--- src/rtl/plab4_net_router_credit_bubble_pkg.sv ---
// Shared definitions for the credit/bubble ring router.
//   port_e            : port indices WEST=0, TERM=1, EAST=2
//   msg_*_lsb         : bit offsets of the message fields {dest, src, opaque, payload}
//   credit_nbits      : width of a counter that holds 0..depth
package plab4_net_router_credit_bubble_pkg;

  typedef enum logic [1:0] {
    WEST = 2'd0,
    TERM = 2'd1,
    EAST = 2'd2
  } port_e;

  function automatic int msg_payload_lsb();
    return 0;
  endfunction

  function automatic int msg_opaque_lsb(input int payload_nbits);
    return payload_nbits;
  endfunction

  function automatic int msg_src_lsb(input int opaque_nbits, input int payload_nbits);
    return opaque_nbits + payload_nbits;
  endfunction

  function automatic int msg_dest_lsb(input int srcdest_nbits, input int opaque_nbits,
                                      input int payload_nbits);
    return srcdest_nbits + opaque_nbits + payload_nbits;
  endfunction

  function automatic int credit_nbits(input int depth);
    return $clog2(depth + 1);
  endfunction

endpackage

--- src/rtl/plab4_net_router_credit_bubble_if.sv ---
// One router link. Ring links use val/msg forward and credit backward;
// terminal links use val/msg forward and rdy backward.
//   master : drives val, msg; receives rdy, credit
//   slave  : receives val, msg; drives rdy, credit
interface plab4_net_router_credit_bubble_if #(
  parameter int p_msg_nbits = 41
);
  logic                   val;
  logic                   rdy;
  logic                   credit;
  logic [p_msg_nbits-1:0] msg;

  modport master (output val, output msg, input rdy, input credit);
  modport slave  (input val, input msg, output rdy, output credit);
endinterface

--- src/rtl/plab4_net_router_credit_bubble_out_ctrl.sv ---
// Per-output control: downstream credit counter, eligibility masking,
// three-way round-robin arbiter and crossbar select.
//   clk, reset : clock, synchronous active-high reset
//   req        : per-input request for this output (queue head routed here)
//   head_msg   : the three queue heads
//   rdy        : downstream ready (terminal output only)
//   credit     : credit return from the neighbour (ring outputs only)
//   val, msg   : output flit
//   grant      : one-hot grant, doubles as the dequeue of the chosen input
//   credits    : current credit count
module plab4_net_router_credit_bubble_out_ctrl
  import plab4_net_router_credit_bubble_pkg::*;
#(
  parameter int    p_msg_nbits   = 41,
  parameter int    p_queue_depth = 4,
  parameter port_e p_port        = WEST,
  localparam int   c_cnt_nbits   = credit_nbits(p_queue_depth)
)(
  input  logic                        clk,
  input  logic                        reset,
  input  logic [2:0]                  req,
  input  logic [2:0][p_msg_nbits-1:0] head_msg,
  input  logic                        rdy,
  input  logic                        credit,
  output logic                        val,
  output logic [p_msg_nbits-1:0]      msg,
  output logic [2:0]                  grant,
  output logic [c_cnt_nbits-1:0]      credits
);

  localparam logic [c_cnt_nbits-1:0] c_full = c_cnt_nbits'(p_queue_depth);
  localparam logic [c_cnt_nbits-1:0] c_one  = c_cnt_nbits'(1);
  localparam logic [c_cnt_nbits-1:0] c_two  = c_cnt_nbits'(2);

  logic [2:0] elig;
  logic [1:0] ptr;

  // Terminal injection into a ring must leave one free slot downstream
  // (bubble), so it needs two credits where passthrough needs one.
  always_comb begin
    elig = '0;
    if (p_port == TERM) begin
      elig = req & {3{rdy}};
    end else begin
      elig[WEST] = req[WEST] && (credits >= c_one);
      elig[TERM] = req[TERM] && (credits >= c_two);
      elig[EAST] = req[EAST] && (credits >= c_one);
    end
  end

  always_comb begin
    grant = '0;
    case (ptr)
      2'd1: begin
        if      (elig[1]) grant = 3'b010;
        else if (elig[2]) grant = 3'b100;
        else if (elig[0]) grant = 3'b001;
      end
      2'd2: begin
        if      (elig[2]) grant = 3'b100;
        else if (elig[0]) grant = 3'b001;
        else if (elig[1]) grant = 3'b010;
      end
      default: begin
        if      (elig[0]) grant = 3'b001;
        else if (elig[1]) grant = 3'b010;
        else if (elig[2]) grant = 3'b100;
      end
    endcase
  end

  always_comb begin
    msg = '0;
    if      (grant[0]) msg = head_msg[0];
    else if (grant[1]) msg = head_msg[1];
    else if (grant[2]) msg = head_msg[2];
  end

  assign val = |grant;

  always_ff @(posedge clk) begin
    if (reset) begin
      ptr     <= 2'd0;
      credits <= c_full;
    end else begin
      if      (grant[0]) ptr <= 2'd1;
      else if (grant[1]) ptr <= 2'd2;
      else if (grant[2]) ptr <= 2'd0;
      // The terminal output is rdy-controlled; its counter stays parked.
      if (p_port != TERM) begin
        if (val && !credit)      credits <= credits - c_one;
        else if (credit && !val) credits <= credits + c_one;
      end
    end
  end

  always_ff @(posedge clk) begin
    if (!reset && p_port != TERM) begin
      assert (!(credit && !val && credits == c_full));
    end
  end

endmodule

--- src/rtl/plab4_net_router_credit_bubble.sv ---
// Three-port ring router (west=0, terminal=1, east=2) with credit flow
// control on the ring links and bubble-rule injection from the terminal.
//   clk, reset : clock, synchronous active-high reset
//   in0, in2   : ring inputs (val/msg in, credit pulse out on dequeue)
//   in1        : terminal inject (val/msg in, rdy out)
//   out0, out2 : ring outputs (val/msg out, credit return in)
//   out1       : terminal eject (val/msg out, rdy in)
module plab4_net_router_credit_bubble
  import plab4_net_router_credit_bubble_pkg::*;
#(
  parameter int p_payload_nbits = 32,
  parameter int p_opaque_nbits  = 3,
  parameter int p_srcdest_nbits = 3,
  parameter int p_router_id     = 0,
  parameter int p_num_routers   = 8,
  parameter int p_queue_depth   = 4
)(
  input logic clk,
  input logic reset,
  plab4_net_router_credit_bubble_if.slave  in0,
  plab4_net_router_credit_bubble_if.slave  in1,
  plab4_net_router_credit_bubble_if.slave  in2,
  plab4_net_router_credit_bubble_if.master out0,
  plab4_net_router_credit_bubble_if.master out1,
  plab4_net_router_credit_bubble_if.master out2
);

  localparam int c_msg_nbits = p_srcdest_nbits*2 + p_opaque_nbits + p_payload_nbits;
  localparam int c_dest_lsb  = msg_dest_lsb(p_srcdest_nbits, p_opaque_nbits, p_payload_nbits);
  localparam int c_cnt_nbits = credit_nbits(p_queue_depth);
  localparam int c_ptr_nbits = $clog2(p_queue_depth);
  localparam logic [c_cnt_nbits-1:0] c_full = c_cnt_nbits'(p_queue_depth);
  localparam logic [c_cnt_nbits-1:0] c_one  = c_cnt_nbits'(1);
  localparam logic [c_ptr_nbits-1:0] c_last = c_ptr_nbits'(p_queue_depth - 1);

  logic [2:0]                  in_val, enq, deq, head_val, full;
  logic [2:0][c_msg_nbits-1:0] in_msg, head_msg;
  logic [c_msg_nbits-1:0]      q_mem  [3][p_queue_depth];
  logic [c_ptr_nbits-1:0]      rd_ptr [3];
  logic [c_ptr_nbits-1:0]      wr_ptr [3];
  logic [c_cnt_nbits-1:0]      q_cnt  [3];

  port_e                  route_port [3];
  logic                   west_more;
  logic [2:0]             req_west, req_term, req_east;
  logic [2:0]             grant_west, grant_term, grant_east;
  logic [c_cnt_nbits-1:0] credits_west, credits_term, credits_east;

  function automatic logic [c_ptr_nbits-1:0] ptr_inc(input logic [c_ptr_nbits-1:0] p);
    if (p == c_last) return '0;
    return p + c_ptr_nbits'(1);
  endfunction

  // Ring traffic never turns around: it either ejects here or keeps going.
  function automatic port_e route(input port_e src, input logic [p_srcdest_nbits-1:0] dest,
                                  input logic wmore);
    int de;
    int dw;
    de = (int'(dest) - p_router_id + p_num_routers) % p_num_routers;
    dw = p_num_routers - de;
    if (int'(dest) == p_router_id) return TERM;
    if (src == WEST) return EAST;
    if (src == EAST) return WEST;
    if (de < dw) return EAST;
    if (dw < de) return WEST;
    if (wmore) return WEST;
    return EAST;
  endfunction

  assign in_val = {in2.val, in1.val, in0.val};
  assign in_msg = {in2.msg, in1.msg, in0.msg};

  always_comb begin
    for (int i = 0; i < 3; i++) begin
      full[i]     = (q_cnt[i] == c_full);
      head_val[i] = (q_cnt[i] != '0);
      head_msg[i] = q_mem[i][rd_ptr[i]];
      enq[i]      = in_val[i] && !full[i];
    end
  end

  always_ff @(posedge clk) begin
    if (reset) begin
      for (int i = 0; i < 3; i++) begin
        rd_ptr[i] <= '0;
        wr_ptr[i] <= '0;
        q_cnt[i]  <= '0;
      end
    end else begin
      for (int i = 0; i < 3; i++) begin
        if (enq[i]) begin
          q_mem[i][wr_ptr[i]] <= in_msg[i];
          wr_ptr[i]           <= ptr_inc(wr_ptr[i]);
        end
        if (deq[i]) rd_ptr[i] <= ptr_inc(rd_ptr[i]);
        if (enq[i] && !deq[i])      q_cnt[i] <= q_cnt[i] + c_one;
        else if (deq[i] && !enq[i]) q_cnt[i] <= q_cnt[i] - c_one;
      end
    end
  end

  always_ff @(posedge clk) begin
    if (!reset) begin
      assert (!(in0.val && full[WEST]));
      assert (!(in2.val && full[EAST]));
      assert (credits_term == c_full);
    end
  end

  assign west_more = credits_west > credits_east;

  always_comb begin
    route_port[0] = route(WEST, head_msg[0][c_dest_lsb +: p_srcdest_nbits], west_more);
    route_port[1] = route(TERM, head_msg[1][c_dest_lsb +: p_srcdest_nbits], west_more);
    route_port[2] = route(EAST, head_msg[2][c_dest_lsb +: p_srcdest_nbits], west_more);
  end

  // Requests are masked during reset so nothing leaves or dequeues.
  always_comb begin
    for (int i = 0; i < 3; i++) begin
      req_west[i] = head_val[i] && !reset && (route_port[i] == WEST);
      req_term[i] = head_val[i] && !reset && (route_port[i] == TERM);
      req_east[i] = head_val[i] && !reset && (route_port[i] == EAST);
    end
  end

  assign deq = grant_west | grant_term | grant_east;

  assign in0.credit = deq[0];
  assign in0.rdy    = 1'b1;
  assign in1.credit = 1'b0;
  assign in1.rdy    = !full[1] && !reset;
  assign in2.credit = deq[2];
  assign in2.rdy    = 1'b1;

  plab4_net_router_credit_bubble_out_ctrl #(
    .p_msg_nbits(c_msg_nbits), .p_queue_depth(p_queue_depth), .p_port(WEST)
  ) u_out_west (
    .clk(clk), .reset(reset), .req(req_west), .head_msg(head_msg),
    .rdy(out0.rdy), .credit(out0.credit), .val(out0.val), .msg(out0.msg),
    .grant(grant_west), .credits(credits_west)
  );

  plab4_net_router_credit_bubble_out_ctrl #(
    .p_msg_nbits(c_msg_nbits), .p_queue_depth(p_queue_depth), .p_port(TERM)
  ) u_out_term (
    .clk(clk), .reset(reset), .req(req_term), .head_msg(head_msg),
    .rdy(out1.rdy), .credit(out1.credit), .val(out1.val), .msg(out1.msg),
    .grant(grant_term), .credits(credits_term)
  );

  plab4_net_router_credit_bubble_out_ctrl #(
    .p_msg_nbits(c_msg_nbits), .p_queue_depth(p_queue_depth), .p_port(EAST)
  ) u_out_east (
    .clk(clk), .reset(reset), .req(req_east), .head_msg(head_msg),
    .rdy(out2.rdy), .credit(out2.credit), .val(out2.val), .msg(out2.msg),
    .grant(grant_east), .credits(credits_east)
  );

endmodule
--- src/flat_wrapper.sv ---
// flat-port wrapper written by rule: the top's interface ports become plain ports
module plab4_net_router_credit_bubble_flat import plab4_net_router_credit_bubble_pkg::*;
#(
  parameter int p_payload_nbits = 32,
  parameter int p_opaque_nbits  = 3,
  parameter int p_srcdest_nbits = 3,
  parameter int p_router_id     = 0,
  parameter int p_num_routers   = 8,
  parameter int p_queue_depth   = 4
)
  (clk, reset, in0_val, in0_msg, in0_rdy, in0_credit, in1_val, in1_msg, in1_rdy, in1_credit, in2_val, in2_msg, in2_rdy, in2_credit, out0_val, out0_msg, out0_rdy, out0_credit, out1_val, out1_msg, out1_rdy, out1_credit, out2_val, out2_msg, out2_rdy, out2_credit);
  plab4_net_router_credit_bubble_if in0_i ();
  plab4_net_router_credit_bubble_if in1_i ();
  plab4_net_router_credit_bubble_if in2_i ();
  plab4_net_router_credit_bubble_if out0_i ();
  plab4_net_router_credit_bubble_if out1_i ();
  plab4_net_router_credit_bubble_if out2_i ();
  input logic clk;
  input logic reset;
  input wire logic [$bits(in0_i.val)-1:0] in0_val;
  input wire logic [$bits(in0_i.msg)-1:0] in0_msg;
  output wire logic [$bits(in0_i.rdy)-1:0] in0_rdy;
  output wire logic [$bits(in0_i.credit)-1:0] in0_credit;
  input wire logic [$bits(in1_i.val)-1:0] in1_val;
  input wire logic [$bits(in1_i.msg)-1:0] in1_msg;
  output wire logic [$bits(in1_i.rdy)-1:0] in1_rdy;
  output wire logic [$bits(in1_i.credit)-1:0] in1_credit;
  input wire logic [$bits(in2_i.val)-1:0] in2_val;
  input wire logic [$bits(in2_i.msg)-1:0] in2_msg;
  output wire logic [$bits(in2_i.rdy)-1:0] in2_rdy;
  output wire logic [$bits(in2_i.credit)-1:0] in2_credit;
  output wire logic [$bits(out0_i.val)-1:0] out0_val;
  output wire logic [$bits(out0_i.msg)-1:0] out0_msg;
  input wire logic [$bits(out0_i.rdy)-1:0] out0_rdy;
  input wire logic [$bits(out0_i.credit)-1:0] out0_credit;
  output wire logic [$bits(out1_i.val)-1:0] out1_val;
  output wire logic [$bits(out1_i.msg)-1:0] out1_msg;
  input wire logic [$bits(out1_i.rdy)-1:0] out1_rdy;
  input wire logic [$bits(out1_i.credit)-1:0] out1_credit;
  output wire logic [$bits(out2_i.val)-1:0] out2_val;
  output wire logic [$bits(out2_i.msg)-1:0] out2_msg;
  input wire logic [$bits(out2_i.rdy)-1:0] out2_rdy;
  input wire logic [$bits(out2_i.credit)-1:0] out2_credit;
  assign in0_i.val = in0_val;
  assign in0_i.msg = in0_msg;
  assign in0_rdy = in0_i.rdy;
  assign in0_credit = in0_i.credit;
  assign in1_i.val = in1_val;
  assign in1_i.msg = in1_msg;
  assign in1_rdy = in1_i.rdy;
  assign in1_credit = in1_i.credit;
  assign in2_i.val = in2_val;
  assign in2_i.msg = in2_msg;
  assign in2_rdy = in2_i.rdy;
  assign in2_credit = in2_i.credit;
  assign out0_val = out0_i.val;
  assign out0_msg = out0_i.msg;
  assign out0_i.rdy = out0_rdy;
  assign out0_i.credit = out0_credit;
  assign out1_val = out1_i.val;
  assign out1_msg = out1_i.msg;
  assign out1_i.rdy = out1_rdy;
  assign out1_i.credit = out1_credit;
  assign out2_val = out2_i.val;
  assign out2_msg = out2_i.msg;
  assign out2_i.rdy = out2_rdy;
  assign out2_i.credit = out2_credit;
  plab4_net_router_credit_bubble #(.p_payload_nbits(p_payload_nbits), .p_opaque_nbits(p_opaque_nbits), .p_srcdest_nbits(p_srcdest_nbits), .p_router_id(p_router_id), .p_num_routers(p_num_routers), .p_queue_depth(p_queue_depth)) u_core (.clk(clk), .reset(reset), .in0(in0_i), .in1(in1_i), .in2(in2_i), .out0(out0_i), .out1(out1_i), .out2(out2_i));
endmodule
--- config.mk ---
export PLATFORM = sky130hd
export DESIGN_NAME = plab4_net_router_credit_bubble_flat
export DESIGN_NICKNAME = d
export VERILOG_FILES = /design/src/rtl/plab4_net_router_credit_bubble_pkg.sv /design/src/rtl/plab4_net_router_credit_bubble_if.sv /design/src/rtl/plab4_net_router_credit_bubble_out_ctrl.sv /design/src/rtl/plab4_net_router_credit_bubble.sv /design/src/flat_wrapper.sv
export SDC_FILE = /design/constraint.sdc
export NUM_CORES = 1
export LEC_CHECK = 0
export BUFFER_PORTS_ARGS = -buffer_cell sky130_fd_sc_hd__buf_2
export CAP_MARGIN = 15
export CORE_MARGIN = 5
export CORE_UTILIZATION = 35
export CTS_BUF_LIST = sky130_fd_sc_hd__clkbuf_8
export DETAILED_ROUTE_END_ITERATION = 8
export PLACE_DENSITY_LB_ADDON = 0.15
export SLEW_MARGIN = 20
export SYNTH_ARGS = -nofsm -noshare
export SYNTH_HDL_FRONTEND = slang
export SYNTH_SLANG_ARGS = --single-unit
--- constraint.sdc ---
create_clock -name clk -period 3.35 [get_ports clk]
set_clock_uncertainty 0.15 [all_clocks]
set_input_delay 0.5025 -clock clk [delete_from_list [all_inputs] [get_ports clk]]
set_output_delay 0.5025 -clock clk [all_outputs]
set_load 0.005 [all_outputs]
Word level (Yosys, flattened, before mapping)
Memories as Yosys holds them, arrays and structs flattened.
Cells that the tools add are included.
{"block": "classes", "muxes": 226, "reduce_logical": 75, "add_sub_neg": 22, "magnitude_cmp": 20, "eq_ne": 21, "bitwise": 24}
{"op": "$mux 41", "count": 18}
{"op": "$mux 164", "count": 3}
{"op": "$bmux 41 s2", "count": 3}
{"op": "$demux 41 s2", "count": 3}
{"op": "$mux 2", "count": 67}
{"op": "$mux 1", "count": 101}
{"op": "$mux 3", "count": 28}
{"op": "$logic_and 1x1->1", "count": 35}
{"op": "$add 3x1->3 const B", "count": 8}
{"op": "$eq 2x2->1 const B", "count": 12}
{"op": "$ge 3x3->1 const B", "count": 6}
{"op": "$lt 4x6->1", "count": 3}
{"op": "$lt 6x4->1", "count": 3}
{"op": "$not 2->3", "count": 6}
{"op": "$pmux 3 s2", "count": 3}
{"op": "$reduce_bool 3->1", "count": 6}
{"op": "$reduce_or 3->1", "count": 6}
{"op": "$sub 5x4->6 const A", "count": 3}
{"op": "$sub 3x1->3 const B", "count": 5}
{"op": "$logic_not 1->1", "count": 14}
{"op": "$add 2x1->2 const B", "count": 6}
{"op": "$eq 2x1->1 const B", "count": 6}
{"op": "$or 1x1->1", "count": 12}
{"op": "$reduce_bool 2->1", "count": 5}
{"op": "other kinds (11)", "count": 26}
{"block": "word_totals", "memories": 4, "word_cells": 400, "ram_bits": 513, "out_inout_bits": 132, "inputBits": 134, "regBits": 12}
{"name": "u_core.q_mem", "depth": 3, "width": 164, "rd": 3, "rd_ports_with_merged_regs": 0, "wr": 3, "line": "plab4_net_router_credit_bubble.sv:38", "text": "logic [c_msg_nbits-1:0] q_mem [3][p_queue_depth];"}
{"name": "u_core.q_cnt", "depth": 3, "width": 3, "rd": 3, "rd_ports_with_merged_regs": 0, "wr": 3, "line": "plab4_net_router_credit_bubble.sv:41", "text": "logic [c_cnt_nbits-1:0] q_cnt [3];"}
{"name": "u_core.rd_ptr", "depth": 3, "width": 2, "rd": 3, "rd_ports_with_merged_regs": 0, "wr": 3, "line": "plab4_net_router_credit_bubble.sv:39", "text": "logic [c_ptr_nbits-1:0] rd_ptr [3];"}
{"name": "u_core.wr_ptr", "depth": 3, "width": 2, "rd": 3, "rd_ports_with_merged_regs": 0, "wr": 3, "line": "plab4_net_router_credit_bubble.sv:40", "text": "logic [c_ptr_nbits-1:0] wr_ptr [3];"}

Depth between registers and ports, before layout
An unclocked memory read counts as a cell.
{"block": "logic_depth", "word_depth": 41, "mapped_depth": 14, "ltp_nobuf": 13}

Hierarchy
A second synthesis with hierarchy kept.
{"block": "hier_totals", "hier_cells": 1369, "hier_area_um2": 24131.9}
{"module": "plab4_net_router_credit_bubble", "seq_area_each_um2": 15404.8, "instances": 1, "cells_each": 826, "area_per_inst_um2": 19456.2}
{"module": "plab4_net_router_credit_bubble_out_ctrl (u_core.u_out_east ...)", "seq_area_each_um2": 100.1, "instances": 2, "cells_each": 203, "area_per_inst_um2": 1745.4}
{"module": "plab4_net_router_credit_bubble_out_ctrl (u_core.u_out_term)", "seq_area_each_um2": 40.0, "instances": 1, "cells_each": 137, "area_per_inst_um2": 1184.9}

Worst setup path after synthesis
Ideal clock, no wire load.
{"block": "synth_timing", "kind": "reg-to-reg", "startpoint": "memory u_core.rd_ptr[0][2] (netlist name)", "endpoint": "memory u_core.q_cnt[1][2] (netlist name), data pin", "required_ps": 2943, "setup_time_ps": 257, "setup_slack_ps": -335, "stages_incl_launch_ff": 14, "arrival_ps": 3278, "synth_period_minus_slack_ps": 3685, "path_buffers": 1, "cell_sequence": "edfxtp_1 > buf_2 > mux4_2 > inv_1 > ha_1 > xnor2_1 > o211ai_1 > a221oi_2 > or3_4 > nand2_1 > fa_1 > xor2_1 > xnor2_1 > nor2_1"}
{"element": "start, declared", "line": "plab4_net_router_credit_bubble.sv:39"}
{"element": "end, declared", "line": "plab4_net_router_credit_bubble.sv:41"}

==> summary.txt <==
Outcome = finished, violations left
Failing checks = setup timing
Post-DRT Antenna Nets = 0
Vias per cell = 5.26
Slew @ Worst Pin = 0.690 ns
Drt drc = 0
Avg Inst Size Synth = 18.9 µm²
Slew margin rel. = 53.6%
FF-to-FF End = u_core.q_cnt[2][2]$_DFFE_PP_
Wire per inst = 26.1 µm
DIE HEIGHT = 259 µm
EDFF count, synth = 513
Clock sinks = 524
Mux cell area share after synthesis = 13.0%
Max-slew violations = 0
DRT iter0 DRCs = 1053
Critical R2R Launch = u_core.rd_ptr[0][2]$_SDFFCE_PP0P_
Initial antenna violation count = 6
RSZ-0062 raised after global routing = yes
Largest cells by area after synthesis = edfxtp_1 (71%), mux4_2 (13%), a22o_1 (3.3%), ha_1 (2.0%), a22oi_1 (1.3%)
Post-synthesis compound-gate area fraction = 7.03%
Largest family of logic cells by synthesized area = multiplexers
Async S/R FF share, synth = 0%
Largest net degree at the start of global routing = 42
Die X = 259 µm
Port bufs = 258
Synthesized flop and latch total = 524
Final critical-path required period = 4.35 ns
Synth unique cells = 51
Core box area = 61500 µm²
CTS max path bufs = 3
Drt first pass iters = 5
Synth top area share = 71.2%
Leak pwr = 10.9 nW
Final wirelength = 68100 µm
Vias in the first global route = 14.4k
Htree depth = 3
CTS root buffer = clkbuf_8
DIE AREA = 66900 µm²
Yosys Warn Count = 0
Switching Power = 8.72 mW
Nets = 1916
Cell count of the worst reg-to-reg path = 14
Adder-Cell Fraction of Synth Area = 2.21%
Switching Fraction = 34.7%
Reg2reg setup slack = -0.59 ns
Min-delay worst type = in2reg
Post-Syn Area = 21600 µm²
WS Path Type = reg2out
CP max FO = 7
Max Freq = 230 MHz
Pwr dens = 842 nW/µm²
Fin. Hold Viols = 0
Cell Count, Final, Fillers Out = 2606
Total congestion overflow = 0
Worst Setup Slack, final = -0.997 ns
Final setup viols = 158
DR vias = 13.7k
WP data arrival = 3.69 ns
Gpl congestion = 0.778
I/O pin cnt = 266
Layout cell share with drive strength beyond 1 = 46.8%
CTS buffer count = 89
Combinational share of power = 46.5%
Critical Path Start Type = flip-flop
CTS tree = built
Post-Syn Instances = 1145
Clock power share = 20.3%
Count leader, synth = edfxtp_1
Post-DP HPWL = 41100 µm
Clock latency on the worst-skew pair = 0.66 ns
Hold path depth = 5
Pre-CTS setup slack = -0.428 ns
GRT Total Usage = 19.8%
Cell-internal power = 16.4 mW
Starting density of the core = 35.2%
Max-Cap Viols = 0
Area leader, netlist = edfxtp_1
Sequential fraction of the synthesis area = 72.2%
First-pass GRT wire length = 97100 µm
Synth Area in XOR/XNOR = 0.445%
VDD IR max = 0.412 mV
Post-Synth Simple-Gate Area = 3.24%
Critical hold path startpoint = out0_credit
Reg clk slew, reported paths = 0.06 ns
Hold path endpoint = u_core.u_out_west.credits[2]$_SDFFE_PP1P_
Sequential power share = 33.2%
Critical Path RT = 2.70 ns
Top_reg_cell synth = edfxtp_1
Post-synth top cells = edfxtp_1 (513), mux4_2 (123), a22o_1 (82)
Final Cycle Share = 130%
Rows = 91
Worst Setup End Kind = output port
Post-Place Cells = 2238
Synthesis-to-layout area growth = 38.0%
power groups by stage:
stage	sequential, mW	combinational, mW	clock [mW]
after global routing	8.40	12.3	5.59
after floorplan	8.41	4.93	0
after global placement	8.47	8.82	0
after detailed placement	8.50	8.85	0
final	8.35	11.7	5.10
after CTS	8.35	11.4	5.25
flip-flops by register name, indices dropped and copies added, names as in the netlist:
name / flops
u_core.q_cnt: 9
u_core.q_mem: 492
u_core.rd_ptr: 6
u_core.u_out_east.credits: 3
u_core.u_out_east.ptr: 2
u_core.u_out_term.ptr: 2
u_core.u_out_west.credits: 3
u_core.u_out_west.ptr: 1
u_core.wr_ptr: 6
per-layer routing:
layer / global-route usage (%) / vias up / wire length, µm
met3: 4.53 / 100 / 4510
li1: - / 5959 / -
met4: 4.63 / 0 / 1320
met5: 0 / - / 0
met2: 32.5 / 523 / 33000
met1: 27.3 / 7115 / 29300
final cells by class:
class,count,area [µm²]
sequential,524,15600
clock inverter,66,313
multi-input combinational,522,6380
timing repair buffer,575,5150
fill,5231,31600
inverter,33,124
tap,790,988
antenna,5,12.5
clock buffer,91,1250
stage by stage:
| step | hold slack (ns) | instance area [µm²] | utilization, % | TNS (ns) | power (mW) |
|---|---|---|---|---|---|
| after detailed placement | 0.326 | 24900 | 40.4 | -38.42 | 17.3 |
| after CTS | 0.124 | 29500 | 48.0 | -118.51 | 25.0 |
| after floorplan | 0.298 | 21700 | - | -0.788 | 13.3 |
| after global placement | 0.308 | 24900 | 40.4 | -34.35 | 17.3 |
| final | 0.200 | 29800 | 48.5 | -117.33 | 25.1 |
| after global routing | 0.180 | 29800 | 48.5 | -141.41 | 26.3 |
worst max path at each step:
stage / slack [ns] / depth (start not counted) / end / startpoint
after floorplan: -0.1 / 13 / u_core.q_cnt[1][2]$_SDFFCE_PP0P_ / u_core.rd_ptr[0][2]$_SDFFCE_PP0P_
after global placement: -0.37 / 9 / u_core.q_cnt[2][2]$_DFFE_PP_ / u_core.rd_ptr[0][0]$_SDFFCE_PP0P_
after detailed placement: -0.43 / 11 / out2_msg[1] / u_core.rd_ptr[0][2]$_SDFFCE_PP0P_
after CTS: -0.97 / 13 / out1_msg[29] / u_core.rd_ptr[0][2]$_SDFFCE_PP0P_
after global routing: -1.18 / 13 / out1_msg[33] / u_core.rd_ptr[0][2]$_SDFFCE_PP0P_
final: -1.0 / 12 / out1_msg[29] / u_core.rd_ptr[0][2]$_SDFFCE_PP0P_
repair_timing:
item                                   CTS  global route
buffers inserted                        62            17
pin swaps                               65            56
gates cloned                            21             3
endpoints found under the hold margin  493             0
resized for setup                      186            82
setup endpoints to repair              154           163
hold buffers                           124             0
critical path: stages (launching register included):
cell and delay (ns):
edfxtp_1 0.42, buf_4 0.14, buf_6 0.10, mux4_2 0.55, or4_4 0.56, a211o_1 0.35, o311ai_4 0.09, buf_6 0.17
buf_12 0.17, buf_12 0.17, nor2_4 0.04, a21oi_2 0.11, buf_2 0.13
cell families (layout without fill, tap and decap cells):
kind of cell,count (synthesis),count (layout)
adder cells (fa/ha/maj),37,37
AND/OR/NAND/NOR,146,146
AO/OA/AOI/OAI,198,198
buffers and inverters,101,765
XOR/XNOR,11,11
flip-flops,524,524
other,2,9
multiplexers,126,126
layout by cell type, fill, tap and decap left out, drive strengths merged, types with 4 or more instances in the layout:
| cell | n |
|---|---|
| a211oi | 5 |
| a21oi | 46 |
| a22o | 82 |
| a22oi | 39 |
| and2 | 5 |
| and3 | 14 |
| buf | 447 |
| clkbuf | 94 |
| clkinv | 26 |
| conb | 4 |
| dfxtp | 11 |
| diode | 5 |
| dlygate4sd3 | 124 |
| edfxtp | 513 |
| ha | 35 |
| inv | 70 |
| mux4 | 123 |
| nand2 | 16 |
| nand2b | 6 |
| nand3 | 4 |
| nor2 | 66 |
| nor3 | 14 |
| nor3b | 6 |
| o21ai | 9 |
| or3 | 6 |
| xnor2 | 4 |
| xor2 | 7 |
Power figures use the tool's default switching activity.
